<file path="src/rtl/msrv32_writeback_unit.sv">
// Stage-3 writeback: retires ALU results in one cycle and waits for load data from memory.
// Load data is lane-selected and extended here, and stage 2 is stalled while a load is outstanding.
module msrv32_writeback_unit #(
  parameter int TIMEOUT_CYCLES = 16,
  parameter int CNT_W          = 5
) (
  input  logic        clk_in,
  input  logic        reset_in,
  input  logic        valid_in,
  input  logic [4:0]  rd_addr_in,
  input  logic        rf_wr_en_in,
  input  logic [31:0] alu_result_in,
  input  logic        is_load_in,
  input  logic [1:0]  load_size_in,
  input  logic        load_unsigned_in,
  input  logic        flush_in,
  input  logic        mem_ready_in,
  input  logic [31:0] mem_rdata_in,
  output logic [4:0]  rd_addr_out,
  output logic        wr_en_out,
  output logic [31:0] rd_out,
  output logic        stall_out,
  output logic        misalign_err_out,
  output logic        timeout_err_out
);

  typedef enum logic {S_IDLE, S_WAIT} state_t;

  state_t           state_reg, state_next;
  logic [CNT_W-1:0] cnt_reg, cnt_next;
  logic [4:0]       cap_rd_reg, cap_rd_next;
  logic             cap_wr_reg, cap_wr_next;
  logic [1:0]       cap_size_reg, cap_size_next;
  logic             cap_uns_reg, cap_uns_next;
  logic [1:0]       cap_off_reg, cap_off_next;

  logic [4:0]  rd_addr_next;
  logic        wr_en_next;
  logic [31:0] rd_next;
  logic        stall_next;
  logic        misalign_next;
  logic        timeout_next;

  logic        aligned;
  logic [7:0]  byte_sel;
  logic [15:0] half_sel;
  logic [31:0] load_data;

  // Reserved size 2'b11 is reported as misaligned so it never reaches memory.
  always_comb begin
    aligned = 1'b0;
    case (load_size_in)
      2'b00:   aligned = 1'b1;
      2'b01:   aligned = ~alu_result_in[0];
      2'b10:   aligned = (alu_result_in[1:0] == 2'b00);
      default: aligned = 1'b0;
    endcase
  end

  always_comb begin
    byte_sel = mem_rdata_in[7:0];
    case (cap_off_reg)
      2'd0:    byte_sel = mem_rdata_in[7:0];
      2'd1:    byte_sel = mem_rdata_in[15:8];
      2'd2:    byte_sel = mem_rdata_in[23:16];
      default: byte_sel = mem_rdata_in[31:24];
    endcase
    half_sel = cap_off_reg[1] ? mem_rdata_in[31:16] : mem_rdata_in[15:0];
    case (cap_size_reg)
      2'b00:   load_data = {{24{~cap_uns_reg & byte_sel[7]}}, byte_sel};
      2'b01:   load_data = {{16{~cap_uns_reg & half_sel[15]}}, half_sel};
      default: load_data = mem_rdata_in;
    endcase
  end

  always_comb begin
    state_next    = state_reg;
    cnt_next      = cnt_reg;
    cap_rd_next   = cap_rd_reg;
    cap_wr_next   = cap_wr_reg;
    cap_size_next = cap_size_reg;
    cap_uns_next  = cap_uns_reg;
    cap_off_next  = cap_off_reg;
    rd_addr_next  = rd_addr_out;
    rd_next       = rd_out;
    wr_en_next    = 1'b0;
    stall_next    = 1'b0;
    misalign_next = 1'b0;
    timeout_next  = 1'b0;
    case (state_reg)
      S_IDLE: begin
        if (valid_in && !flush_in) begin
          if (!is_load_in) begin
            wr_en_next   = rf_wr_en_in && (rd_addr_in != 5'd0);
            rd_addr_next = rd_addr_in;
            rd_next      = alu_result_in;
          end else if (!aligned) begin
            misalign_next = 1'b1;
          end else begin
            cap_rd_next   = rd_addr_in;
            cap_wr_next   = rf_wr_en_in;
            cap_size_next = load_size_in;
            cap_uns_next  = load_unsigned_in;
            cap_off_next  = alu_result_in[1:0];
            cnt_next      = '0;
            state_next    = S_WAIT;
            stall_next    = 1'b1;
          end
        end
      end
      default: begin
        // Flush takes priority over a same-cycle memory response.
        if (flush_in) begin
          state_next = S_IDLE;
        end else if (mem_ready_in) begin
          wr_en_next   = cap_wr_reg && (cap_rd_reg != 5'd0);
          rd_addr_next = cap_rd_reg;
          rd_next      = load_data;
          state_next   = S_IDLE;
        end else if (cnt_reg == CNT_W'(TIMEOUT_CYCLES - 1)) begin
          timeout_next = 1'b1;
          state_next   = S_IDLE;
        end else begin
          cnt_next   = cnt_reg + 1'b1;
          stall_next = 1'b1;
        end
      end
    endcase
  end

  always_ff @(posedge clk_in or posedge reset_in) begin
    if (reset_in) begin
      state_reg        <= S_IDLE;
      cnt_reg          <= '0;
      cap_rd_reg       <= '0;
      cap_wr_reg       <= 1'b0;
      cap_size_reg     <= '0;
      cap_uns_reg      <= 1'b0;
      cap_off_reg      <= '0;
      rd_addr_out      <= '0;
      wr_en_out        <= 1'b0;
      rd_out           <= '0;
      stall_out        <= 1'b0;
      misalign_err_out <= 1'b0;
      timeout_err_out  <= 1'b0;
    end else begin
      state_reg        <= state_next;
      cnt_reg          <= cnt_next;
      cap_rd_reg       <= cap_rd_next;
      cap_wr_reg       <= cap_wr_next;
      cap_size_reg     <= cap_size_next;
      cap_uns_reg      <= cap_uns_next;
      cap_off_reg      <= cap_off_next;
      rd_addr_out      <= rd_addr_next;
      wr_en_out        <= wr_en_next;
      rd_out           <= rd_next;
      stall_out        <= stall_next;
      misalign_err_out <= misalign_next;
      timeout_err_out  <= timeout_next;
    end
  end

endmodule

</file>
<file path="config.mk">
export PLATFORM = sky130hd
export DESIGN_NAME = msrv32_writeback_unit
export DESIGN_NICKNAME = d
export VERILOG_FILES = /design/src/rtl/msrv32_writeback_unit.sv
export SDC_FILE = /design/constraint.sdc
export NUM_CORES = 1
export LEC_CHECK = 0
export ABC_AREA = 0
export CORE_AREA = 2 2 97 99
export DETAILED_ROUTE_END_ITERATION = 8
export DIE_AREA = 0 0 99 101
export DONT_BUFFER_PORTS = 1
export GPL_ROUTABILITY_DRIVEN = 0
export PLACE_DENSITY = 0.57
export SLEW_MARGIN = 20
export SYNTH_ARGS = -nofsm -noshare
export SYNTH_HDL_FRONTEND = slang
export SYNTH_SLANG_ARGS = --single-unit
</file>
<file path="constraint.sdc">
create_clock -name clk_in -period 2.3 [get_ports clk_in]
set_input_delay 0.23 -clock clk_in [delete_from_list [all_inputs] [get_ports clk_in]]
set_output_delay 0.23 -clock clk_in [all_outputs]
set_load 0.02 [all_outputs]
</file>
# ---- Word level (Yosys, flattened, before mapping)
# Cells that the tools add are included.
dict set report op_classes {
  n_addsub 1
  eq_ne 11
  n_mux 41
  n_bitwise 5
  reduce_logical 16
}
# op n
set ops {}
lappend ops {{$mux 32} 5}
lappend ops {{$pmux 32 s2} 1}
lappend ops {{$mux 5} 12}
lappend ops {{$pmux 8 s3} 1}
lappend ops {{$mux 1} 20}
lappend ops {{$mux 16} 1}
lappend ops {{$reduce_bool 5->1} 2}
lappend ops {{$logic_not 2->1} 4}
lappend ops {{$ne 2x2->1 const B} 4}
lappend ops {{$reduce_and 4->1} 2}
lappend ops {{$eq 2x1->1 const B} 3}
lappend ops {{$reduce_and 6->1} 1}
lappend ops {{$reduce_bool 2->1} 3}
lappend ops {{$add 5x1->5 const B} 1}
lappend ops {{$eq 5x4->1 const B} 1}
lappend ops {{$eq 2x2->1 const B} 2}
lappend ops {{$logic_and 1x1->1} 3}
lappend ops {{$not 1->1} 3}
lappend ops {{$pmux 1 s3} 1}
lappend ops {{$and 1x1->1} 2}
lappend ops {{$ne 2x1->1 const B} 1}
lappend ops {{$logic_not 1->1} 1}
dict set report word_totals {
  ff_bits 57
  input_bits 79
  output_inout_bits 41
}

# ---- Depth between registers and ports, before layout
# Gate-level depths: netlist of the first run.
dict set report depth {
  depth_word 7
  mapped_depth 7
  mapped_depth_nobuf 7
}

# ---- Worst setup path after synthesis of the first run
# Ideal clock, no wire load.
dict set report synth_timing {
  path_kind {flip-flop to flip-flop}
  start {reg state_reg}
  end {reg cap_off_reg[1]}
  setup_ns 0.125
  arrival_ns 1.618
  t_required_ns 2.175
  slack_ns 0.558
  path_stages_with_launch 7
  n_path_buf 2
  synth_period_minus_slack_ns 1.742
  cell_sequence {dfrtp_1 nand2b_1 nor2_1 and3_1 buf_2 buf_2 mux2_2}
}
dict set report synth_via {
  elab_chain_len 2
}
# item line
set synth_lines {}
lappend synth_lines {{start: declaration} 29} ;# state_t state_reg, state_next;
lappend synth_lines {{start signal: assignment} 147} ;# state_reg <= state_next;
lappend synth_lines {{$not 1->1 (no line)} n/a}
lappend synth_lines {{$reduce_and 4->1 (no line)} n/a}
lappend synth_lines {{end signal: assignment} 153} ;# cap_off_reg <= cap_off_next;
lappend synth_lines {{end: declaration} 35} ;# logic [1:0] cap_off_reg, cap_off_next;
# No other way between the ends.
# A chain may end at the register's enable or synchronous reset.

# ---- Worst setup path after layout of the first run
dict set report layout_timing {
  start {reg cnt_reg[0]}
  end {reg cnt_reg[3]}
}
dict set report layout_via {
  elab_chain_len 5
  elab_cells_between_ends 8
  classes_between {1 x add/sub; 2 x eq/ne; 4 x mux; 1 x reduce/logical}
}
# item line
set layout_lines {}
lappend layout_lines {{start: declaration} 30} ;# logic [CNT_W-1:0] cnt_reg, cnt_next;
lappend layout_lines {{start signal: assignment} 148} ;# cnt_reg <= cnt_next;
lappend layout_lines {{$add 5x1->5} 124} ;# cnt_next = cnt_reg + 1'b1;
lappend layout_lines {{$mux 5} 120} ;# end else if (cnt_reg == CNT_W'(TIMEOUT_CYCLES - 1)) begin
lappend layout_lines {{$mux 5} 115} ;# end else if (mem_ready_in) begin
lappend layout_lines {{$mux 5} 113} ;# if (flush_in) begin
lappend layout_lines {{$mux 5} 90} ;# case (state_reg)
# Several ways; a longest one is shown, not always the timed one. The select of a mux whose other input is x is not followed.

==> impl_results.md, run 1 <==
* Share of post-route cells with drive strength above 1 at 0.173
* Largest net degree at the start of global routing at 58
* Largest cells by area after synthesis: dfrtp_1, nor2_1, a221oi_1
* Power per cell area at 992 nW/um^2
* Reg2Reg Depth at 7
* Total Routing Usage GR at 0.184
* NumNets Final at 406
* DRT iter0 DRCs at 112
* Finished Cell Area at 3430 sq um
* Mapped cell area at 3040 sq um
* Syn Nets at 404
* Syn Area/Cell at 9.41 sq um
* Inserted Diodes at 0
* Crit Path Category: register to register
* Synth top area share at 0.469
* Async SR Flop Fraction at 1.00
* DIE AREA at 10000 sq um
* Final setup margin at 0.430 ns
* Worst-Skew Late Latency at 0.34 ns
* F_max at 535 MHz
* Register area share after synthesis at 0.469
* Synth cell types at 41
* Seq cells post-synth at 57
* Final critical-path required period at 1.87 ns
* Pre-Repair DR Iteration Count at 4
* Total vias in the final route at 2529
* I/O pin count at 120
* CORE AREA at 8980 sq um
* Synth top cells by count: nor2_1, dfrtp_1, nand2_1
* Worst-path maximum fanout at 3
* First-pass GRT wire length at 13.9 mm
* Initial Util at 0.339
* R2r setup slk at 0.43 ns
* Area leader, netlist: dfrtp_1
* Root buffer cell: clkbuf_8
* Crit share post-route at 0.813
* TritonCTS Buffers at 9
* Post-synth EDFFs at 0
* Vias in the first global route at 2590
* Hold buffers post-CTS at 2
* Yosys warns at 0
* Largest reg by FF count: rd_out
* Top_reg_cell synth: dfrtp_1
* Clk buf depth at 2
* Final setup viols at 0
* Wire per inst at 20.8 microns
* Antenna Nets Post-Route at 0
* Port Buffers at 0
* Initial antenna violation count at 1
* Clock sink total at 57
* Most common cell in the netlist: nor2_1
* Pre-CTS setup slack at 0.461 ns
* Status: finished, violations left
* Static leakage at 1.40 nW
* Violated checks: negative hold slack
* Worst-Margin Slew at 0.725 ns
* Hpwl dp at 6.97 mm
* Worst-path clk slew at 0.07 ns
* Crit path DAT at 2.13 ns
* Die Y at 101 microns
* Crit. End Element: register
* Post-route DRC at 0
* Startpoint class of the critical path: register
* Relative slew slack at 0.516
* Post-CTS Setup Repair Bufs at 0
* Maximum vdd drop at 0.431 mV
* Required @ worst endpoint at 2.57 ns
* Die width at 99 microns
* WL final at 9.19 mm
* H-tree Lvls at 3
* RR Startpoint: cnt_reg[0]
* Worst Hold Margin at -0.0145 ns
* P&R area growth vs syn at 13.0%
* CTS tree: built
* Max FFs per register at 32
* Worst Hold Class: input port to asynchronous set/reset pin
* Final Hold Vio Count at 42
* GRT overflow at 0
* Reg2reg end: cnt_reg[3]
* Post-CTS sizing at 0
* Unrepaired setup endpoints after global routing: false
* Vias/cell at 5.73
* Clk_skew at 0.00945 ns
* Total negative slack at 0 ns
* Final-layout fill cell count at 900
* DP Area at 3180 sq um
* Post-Synthesis Cells at 323
* Final max-slew violation count at 0
* Max_cap viols at 0
* Row Count at 35
[critical path, cell delays in order, from the launching register on]
cell	delay, ns
dfrtp_1	0.41
ha_1	0.21
and3_1	0.18
ha_1	0.20
nor4_1	0.37
nand4_1	0.17
xor2_1	0.16
nor2_1	0.09
[metrics by stage]
step / hold slack (ns) / utilization / std cells / power [mW]
finish: -0.0145 / 0.383 / 441 / 3.41
floorplan: 0.301 / - / 323 / 2.14
detailed placement: 0.312 / 0.355 / 423 / 2.35
global route: 0.0148 / 0.383 / 441 / 3.60
global placement: 0.308 / 0.355 / 423 / 2.33
CTS: 0.00237 / 0.383 / 441 / 3.45
[routing by layer]
metal / share of wire / vias to the layer above / GRT usage
li1: - / 1185 / -
met1: 0.39 / 1205 / 0.210
met3: 0.12 / 11 / 0.0853
met2: 0.49 / 126 / 0.311
met5: 0.0014 / - / 0
met4: 0.0089 / 2 / 0.0485
[area by class of cell]
class	count	area, sq um	area share
inverters	7	26.3	0.00765
flip-flops and latches	57	1430	0.416
well taps	111	139	0.0404
clock buffers	12	155	0.0452
repair buffers	15	118	0.0342
multi-input cells	235	1490	0.435
clock inverters	4	75.1	0.0219
[cells by family (layout without fill, tap and decap cells)]
kind of cell	count (synthesis)	after routing	share of synthesized area
adder cells (fa/ha/maj)	2	2	0.00823
AND/OR/NAND/NOR	121	121	0.171
AO/OA/AOI/OAI	85	85	0.208
flip-flops	57	57	0.469
buffers and inverters	31	38	0.0440
multiplexers	25	25	0.0934
XOR/XNOR	2	2	0.00576
[worst max-delay path by stage]
stage / startpoint / endpoint / slack, ns
after global placement: cnt_reg[0] / cnt_reg[0] / 0.52
after detailed placement: cnt_reg[0] / cnt_reg[3] / 0.46
after CTS: cnt_reg[0] / cnt_reg[3] / 0.42
after global routing: cnt_reg[0] / cnt_reg[3] / 0.30
after floorplan: state_reg / cap_off_reg[1] / 0.56
final: cnt_reg[0] / cnt_reg[3] / 0.43
[power by group]
group          switching (mW)  internal [mW]  total, mW
sequential              0.399           1.23       1.63
combinational           0.378          0.317      0.694
clock                   0.416          0.669       1.08
total                    1.19           2.21       3.41
[placed cells by master, fill, tap and decap left out, types with 3 or more instances in the layout]
cell,count
inv_1,5
a22oi_1,6
o21ai_0,9
nand2_1,34
o221a_2,6
mux2_2,17
a221oi_1,23
or4_1,3
nor2_1,65
clkbuf_8,11
nand2b_1,4
mux2i_1,7
o22ai_1,11
dfrtp_1,56
a31oi_1,9
a21oi_1,13
buf_4,13
(Power assumes the default switching activity.)
==> inputs of run 2 (changes only) <==
==> constraint.sdc (replaced) <==
create_clock -name clk_in -period 1.92 [get_ports clk_in]
set_input_delay 0.192 -clock clk_in [delete_from_list [all_inputs] [get_ports clk_in]]
set_output_delay 0.192 -clock clk_in [all_outputs]
set_load 0.02 [all_outputs]
==> run 2 against run 1 <==
Compared with the run above:
- the flow now finishes without violations
- critical path depth decreased by 1
- register-to-register slack got worse by 0.36 ns
- wire length increased by 6.4%
- sequential cell count unchanged
- utilization increased by 3.9 points
- hold slack improved by 0.023 ns
- worst setup slack got worse by 0.36 ns
- die area unchanged
- via count increased by 5.8%
- sequential power increased by 20%
- cell count increased by 7.0%
- critical endpoint is now cnt_reg[0]
- highest routed layer unchanged
==> impl_results.md, run 2 (same netlist as run 1, synthesis figures left out) <==
* Hpwl dp at 7.07 mm (+1.5%)
* Clk buf depth at 2 (unchanged)
* Total vias in the final route at 2675 (+5.8%)
* GRT overflow at 0 (unchanged)
* Die width at 99 microns (unchanged)
* Clk_skew at 0.00774 ns (-0.00171 ns)
* Initial antenna violation count at 1 (unchanged)
* Sequential power share at 0.472 (-0.006)
* Vias in the first global route at 2849 (+10%)
* Die Y at 101 microns (unchanged)
* Static leakage at 1.55 nW (+11%)
* Crit share post-route at 0.964 (+0.151)
* Largest net degree at the start of global routing at 45 (-22%)
* Post-CTS Setup Repair Bufs at 0 (unchanged)
* CORE AREA at 8980 sq um (unchanged)
* F_max at 540 MHz (+1.0%)
* DIE AREA at 10000 sq um (unchanged)
* Largest stage delay, worst path at 0.50 ns (+0.09 ns)
* Worst-path maximum fanout at 5 (+2)
* Worst-Skew Late Latency at 0.34 ns (about the same)
* Max_cap viols at 0 (unchanged)
* Worst Hold Margin at 0.00815 ns (+0.0227 ns)
* Crit path DAT at 2.08 ns (-0.05 ns)
* CTS tree: built
* Relative slew slack at 0.652 (+0.136)
* Worst-path clk slew at 0.07 ns (about the same)
* Reg area at 1430 sq um (unchanged)
* Max FFs per register at 32 (unchanged)
* Comb power frac at 0.221 (+0.017)
* Final Hold Vio Count at 0 (-100%)
* Final-layout fill cell count at 889 (-1.2%)
* Utilization after layout at 0.421 (+0.0386)
* Maximum vdd drop at 0.487 mV (+13%)
* Total negative slack at 0 ns (unchanged)
* Port Buffers at 0 (unchanged)
* Crit Path Category: register to register
* Power per cell area at 1090 nW/um^2 (+10%)
* H-tree Lvls at 3 (unchanged)
* Sw Pwr at 1.46 mW (+23%)
* TritonCTS Buffers at 9 (unchanged)
* Largest reg by FF count: rd_out
* Final critical-path required period at 1.85 ns (-0.0188 ns)
* Startpoint class of the critical path: register
* Finished Cell Area at 3780 sq um (+10%)
* Final max-slew violation count at 0 (unchanged)
* Share of post-route cells with drive strength above 1 at 0.172 (-0.000982)
* Crit. End Element: register
* Worst-Margin Slew at 0.521 ns (-0.204 ns)
* Wire per inst at 20.7 microns (-0.61%)
* Worst Hold Class: input port to register
* CP max stage cell: or4_1
* Unrepaired setup endpoints after global routing: false
* Most frequent cells in the layout: nor2_1, dfrtp_1, nand2_1
* Power Internal at 2.67 mW (+21%)
* Antenna Nets Post-Route at 0 (unchanged)
* Sw Ratio at 0.353 (+0.00337)
* I/O pin count at 120 (unchanged)
* WL final at 9.78 mm (+6.4%)
* DP Area at 3260 sq um (+2.5%)
* Clock sink total at 57 (unchanged)
* Initial Util at 0.339 (unchanged)
* Pre-Repair DR Iteration Count at 4 (unchanged)
* Power share of the clock group at 0.307 (-0.012)
* Family with the most delay on the worst path: simple AND/OR/NAND/NOR gates
* First-pass GRT wire length at 15.1 mm (+8.5%)
* Final Power at 4.13 mW (+21%)
* Crit path cell chain: ha_1 > and3_1 > ha_1 > or4_1 > nand2b_1 > mux2i_1
* Total Routing Usage GR at 0.197 (+0.0133)
* P&R area growth vs syn at 24.4%
* Multi-input combinational cell area at 1500 sq um (+0.42%)
* Inserted Diodes at 0 (unchanged)
* Post-route DRC at 0 (unchanged)
* Root buffer cell: clkbuf_8
* Required @ worst endpoint at 2.15 ns (-0.42 ns)
* Status: finished clean
* Worst path bufs/invs at 0 (unchanged)
* Final setup viols at 0 (unchanged)
* NumNets Final at 437 (+7.6%)
* Commonest non-fill, non-tap cell in the layout: nor2_1
* Cell mode on critical path: ha_1
* DRT iter0 DRCs at 149 (+33%)
* Row Count at 35 (unchanged)
* Vias/cell at 5.67 (-1.2%)
run 2: cell count changes in the layout (fill, tap and decap cells not counted), sizes merged:
cell	change
buf	+4
clkbuf	-1
clkinv	+3
clkinvlp	-2
dlygate4sd3	+27
run 2: final timing paths:
check	start	to	slack, ns	cells after the start
setup / recovery	cnt_reg[0]	cnt_reg[0]	0.07	6
setup reg to reg	cnt_reg[0]	cnt_reg[0]	0.07	6
hold reg to reg	cnt_reg[0]	cnt_reg[0]	0.51	1
hold / removal	mem_rdata_in[19]	rd_out[19]	0.008	2
min in group asynchronous	reset_in	rd_out[9]	0.34	2
max in group asynchronous	reset_in	rd_out[3]	1.00	3
run 2: worst reg2reg max path: stages (launching register included):
cell	delay, ns
dfrtp_1	0.41
ha_1	0.22
and3_1	0.19
ha_1	0.21
or4_1	0.50
nand2b_1	0.14
mux2i_1	0.07
run 2: final cells by class:
| type | count | share of cell area |
|---|---|---|
| multi-input cells | 235 | 0.397 |
| repair buffers | 46 | 0.124 |
| flip-flops and latches | 57 | 0.378 |
| clock buffers | 11 | 0.0374 |
| clock inverters | 5 | 0.0208 |
| well taps | 111 | 0.0367 |
| inverters | 7 | 0.00695 |
run 2: repair_timing:
| item | CTS | global route |
|---|---|---|
| gates resized for setup | 0 | 1 |
| endpoints found under the setup margin | 0 | 1 |
| hold buffers | 29 | 0 |
| endpoints found under the hold margin | 51 | 0 |
run 2: power groups by stage:
stage,Combinational [mW],Clock (mW),Sequential (mW)
2_1_floorplan,0.680,0,1.89
3_3_place_gp,0.845,0,1.97
6_report,0.914,1.27,1.95
5_1_grt,1.03,1.35,1.99
3_5_place_dp,0.868,0,1.98
4_1_cts,0.921,1.30,1.96
run 2: through the flow:
stage / worst slack, ns / std cells
after floorplan: 0.178 / 323
after global placement: 0.123 / 427
after detailed placement: 0.0838 / 427
after CTS: 0.0656 / 472
after global routing: 0.00335 / 472
final: 0.0691 / 472
run 2: per-layer routing:
layer  global-route usage  routed length [microns]  vias up
met5                    0                       13        -
met1                0.237                     3850     1289
li1                     -                        -     1250
met2                0.325                     4730      119
met4               0.0622                      146        2
met3               0.0777                     1040       15
==> inputs of run 3 (changes only) <==
--- a/config.mk
+++ b/config.mk
@@ -5,10 +5,10 @@
 export SDC_FILE = /design/constraint.sdc
 export NUM_CORES = 1
 export LEC_CHECK = 0
-export ABC_AREA = 0
-export CORE_AREA = 2 2 97 99
+export ABC_AREA = 1
+export CORE_AREA = 2 2 102 104
 export DETAILED_ROUTE_END_ITERATION = 8
-export DIE_AREA = 0 0 99 101
+export DIE_AREA = 0 0 104 106
 export DONT_BUFFER_PORTS = 1
 export GPL_ROUTABILITY_DRIVEN = 0
 export PLACE_DENSITY = 0.57
==> run 3 against run 2 <==
Compared with the run above:
- clock power shrank 9%
- worst setup slack lost 0.038 ns
- power grew 3.5%
- cell count rose by 35%
- critical path type unchanged
- critical endpoint is now cap_rd_reg[2]
- largest power group unchanged
==> impl_results.md, run 3 <==
* Seq cells post-synth at 57 (unchanged)
* Clk buf depth at 2 (unchanged)
* Post-synth EDFFs at 0 (unchanged)
* Sequential power share at 0.453 (-0.019)
* WL final at 10.2 mm (+4.1%)
* Async SR Flop Fraction at 1.00 (unchanged)
* Register area share after synthesis at 0.421 (-0.0482)
* Utilization after layout at 0.402 (-0.0189)
* DRT iter0 DRCs at 153 (+2.7%)
* Post-Synthesis Cells at 484 (+50%)
* DR WL met2 at 4.89 mm (+3.4%)
* Worst-Skew Late Latency at 0.34 ns (about the same)
* NumNets Final at 579 (+32%)
* Final setup viols at 0 (unchanged)
* Hold_sp: load_size_in[0]
* Synth top area share at 0.421 (-0.0482)
* Largest reg by FF count: rd_out
* Worst Hold Class: input port to register
* Vias in the first global route at 3013 (+5.8%)
* Most frequent cells in the layout: nand2_1, nor2_1, a21oi_1
* Final setup margin at 0.0307 ns (-0.0384 ns)
* Die Y at 106 microns (+5.0%)
* Power share of the clock group at 0.271 (-0.036)
* Top_reg_cell synth: dfrtp_1
* Port Buffers at 0 (unchanged)
* First-pass GRT wire length at 15.6 mm (+3.5%)
* Final max-slew violation count at 0 (unchanged)
* Crit Path Category: register to register
* Family with the most delay on the worst path: simple AND/OR/NAND/NOR gates
* Power Internal at 2.55 mW (-4.7%)
* Maximum vdd drop at 0.469 mV (-3.7%)
* Startpoint class of the critical path: register
* Placed insts at 602 (+41%)
* Clock sink total at 57 (unchanged)
* Hpwl dp at 7.25 mm (+2.5%)
* Initial Util at 0.339 (about the same)
* Syn Area/Cell at 7.00 sq um (-26%)
* Total Routing Usage GR at 0.181 (-0.0155)
* Final Hold Vio Count at 0 (unchanged)
* Top sig layer: met5
* CORE AREA at 10000 sq um (+11%)
* Commonest non-fill, non-tap cell in the layout: nand2_1
* Worst-path clk slew at 0.08 ns (about the same)
* Sw Ratio at 0.405 (+0.0515)
* Largest cells by area after synthesis: dfrtp_1, nand2_1, a21oi_1
* Post-route DRC at 0 (unchanged)
* Inserted Diodes at 0 (unchanged)
* Crit. Startpoint: cnt_reg[0]
* Row Count at 37 (+5.7%)
* Status: finished clean
* Crit. End Element: register
* Final Power at 4.28 mW (+3.5%)
* F_max at 529 MHz (-2.0%)
* Wire per inst at 15.9 microns (-23%)
* Pre-CTS setup slack at -0.0209 ns (-0.105 ns)
* Worst path bufs/invs at 1 (+1)
* H-tree Lvls at 3 (unchanged)
* Crit path cell chain: ha_4 > nand2_4 > nor2_2 > ha_2 > nor2_4 > nand3_4 > a21boi_4 > nand3_4 > clkbuf_16 > nand2_1 > o21ai_2
* TritonCTS Buffers at 9 (unchanged)
* Max FFs per register at 32 (unchanged)
* GRT overflow at 0 (unchanged)
* CP max stage cell: dfrtp_2
* Clk_skew at 0.00612 ns (-0.00162 ns)
* Final Instance Count excl. Fillers at 639 (+35%)
* Mapped cell area at 3390 sq um (+11%)
* Syn Nets at 565 (+40%)
* CTS tree: built
* RR Startpoint: cnt_reg[0]
* Largest net degree at the start of global routing at 50 (+11%)
* Required @ worst endpoint at 2.16 ns (about the same)
* Final critical-path required period at 1.89 ns (+0.0384 ns)
* Synth top cells by count: nand2_1, nor2_1, a21oi_1
* Final-layout fill cell count at 1067 (+20%)
* Die width at 104 microns (+5.1%)
* Static leakage at 1.87 nW (+20%)
* Yosys warns at 0 (unchanged)
* Most common cell in the netlist: nand2_1
* Area leader, netlist: dfrtp_1
* P&R area growth vs syn at 18.7%
* Worst-path maximum fanout at 5 (unchanged)
* Vias/cell at 5.03 (-11%)
* Sw Pwr at 1.73 mW (+19%)
* Power per cell area at 1060 nW/um^2 (-2.7%)
* Antenna Nets Post-Route at 0 (unchanged)
* Largest stage delay, worst path at 0.44 ns (-0.06 ns)
* Max_cap viols at 0 (unchanged)
* Comb power frac at 0.276 (+0.055)
* Share of post-route cells with drive strength above 1 at 0.139 (-0.0326)
* Post-Route M1 WL at 4.12 mm (+7.0%)
* Cell mode on critical path: nand3_4
* Root buffer cell: clkbuf_8
* Relative slew slack at 0.601 (-0.0510)
* I/O pin count at 120 (unchanged)
* Worst-Margin Slew at 0.597 ns (+0.0764 ns)
* Pre-Repair DR Iteration Count at 5 (+1)
* DIE AREA at 11000 sq um (+10%)
* Synth cell types at 27 (-34%)
* Total vias in the final route at 3212 (+20%)
* Crit share post-route at 0.984 (+0.0200)
* Met3 routed WL at 1.06 mm (+2.6%)
* Total negative slack at 0 ns (unchanged)
* Initial antenna violation count at 1 (unchanged)
* Crit path DAT at 2.13 ns (+0.05 ns)
* Unrepaired setup endpoints after global routing: true
## run 3: changes by cell type after synthesis, sizes merged, moves of 4 or more
cell / delta
o22ai: -10
nand3: +34
a22oi: -6
nand2: +96
mux2i: -7
mux2: -17
inv: +25
o21ai: +32
a221oi: -23
a21oi: +47
nand2b: -4
o221a: -6
buf: +8
nor2: +15
## run 3: path summary, 6_finish.rpt
kind	cells after the start	slack [ns]	end
worst max register to register	11	0.03	cap_rd_reg[2]
worst min-delay path	2	0.02	cap_size_reg[0]
worst min register to register	2	0.49	cap_wr_reg
worst max-delay path	11	0.03	cap_rd_reg[2]
min in group asynchronous	2	0.38	rd_out[18]
max in group asynchronous	3	0.94	cnt_reg[0]
## run 3: power by group through the flow
stage	logic (mW)	registers, mW	clock network [mW]
6_report	1.18	1.94	1.16
3_3_place_gp	1.01	1.95	0
3_5_place_dp	1.04	1.96	0
5_1_grt	1.35	1.97	1.26
2_1_floorplan	0.903	1.87	0
4_1_cts	1.06	1.94	1.20
## run 3: what timing repair did
item,in CTS,in global routing
endpoints found under the setup margin,16,16
setup buffers,0,8
resized for setup,1,18
hold endpoints to repair,37,1
gates cloned,0,3
hold buffers,9,1
pin swaps,0,4
## run 3: per-layer routing
metal  vias up  global-route usage
met5         -                   0
met4         2              0.0319
met3        10               0.102
met2       108               0.301
met1      1496               0.207
li1       1596                   -
## run 3: stage by stage
stage / instance area [sq um] / hold slack (ns)
5_1_grt: 4020 / 0.0147
2_1_floorplan: 3390 / 0.262
3_3_place_gp: 3520 / 0.169
6_report: 4020 / 0.0220
4_1_cts: 3810 / 0.00329
3_5_place_dp: 3520 / 0.172
## run 3: worst reg2reg max path, delay by kind of cell (launching register included)
family | cells | cell delay (ns)
AND/OR/NAND/NOR | 6 | 0.54
flip-flops | 1 | 0.44
adder cells (fa/ha/maj) | 2 | 0.37
AO/OA/AOI/OAI | 2 | 0.26
buffers and inverters | 1 | 0.19
## run 3: cells by family (layout without fill, tap and decap cells)
kind of cell	after synthesis	count (layout)	synth area share
flops	57	57	0.421
compound gates	111	111	0.174
simple gates	254	254	0.307
buf+inv	60	79	0.0901
fa+ha+maj	2	2	0.00738
## run 3: final cells by class
cell class | count | area (sq um) | area share
clock buffer | 9 | 124 | 0.0308
clock inverter | 7 | 78.8 | 0.0196
inverter | 31 | 116 | 0.0289
multi-input combinational | 367 | 1740 | 0.432
sequential | 57 | 1430 | 0.355
tap | 136 | 170 | 0.0423
timing repair buffer | 32 | 367 | 0.0911
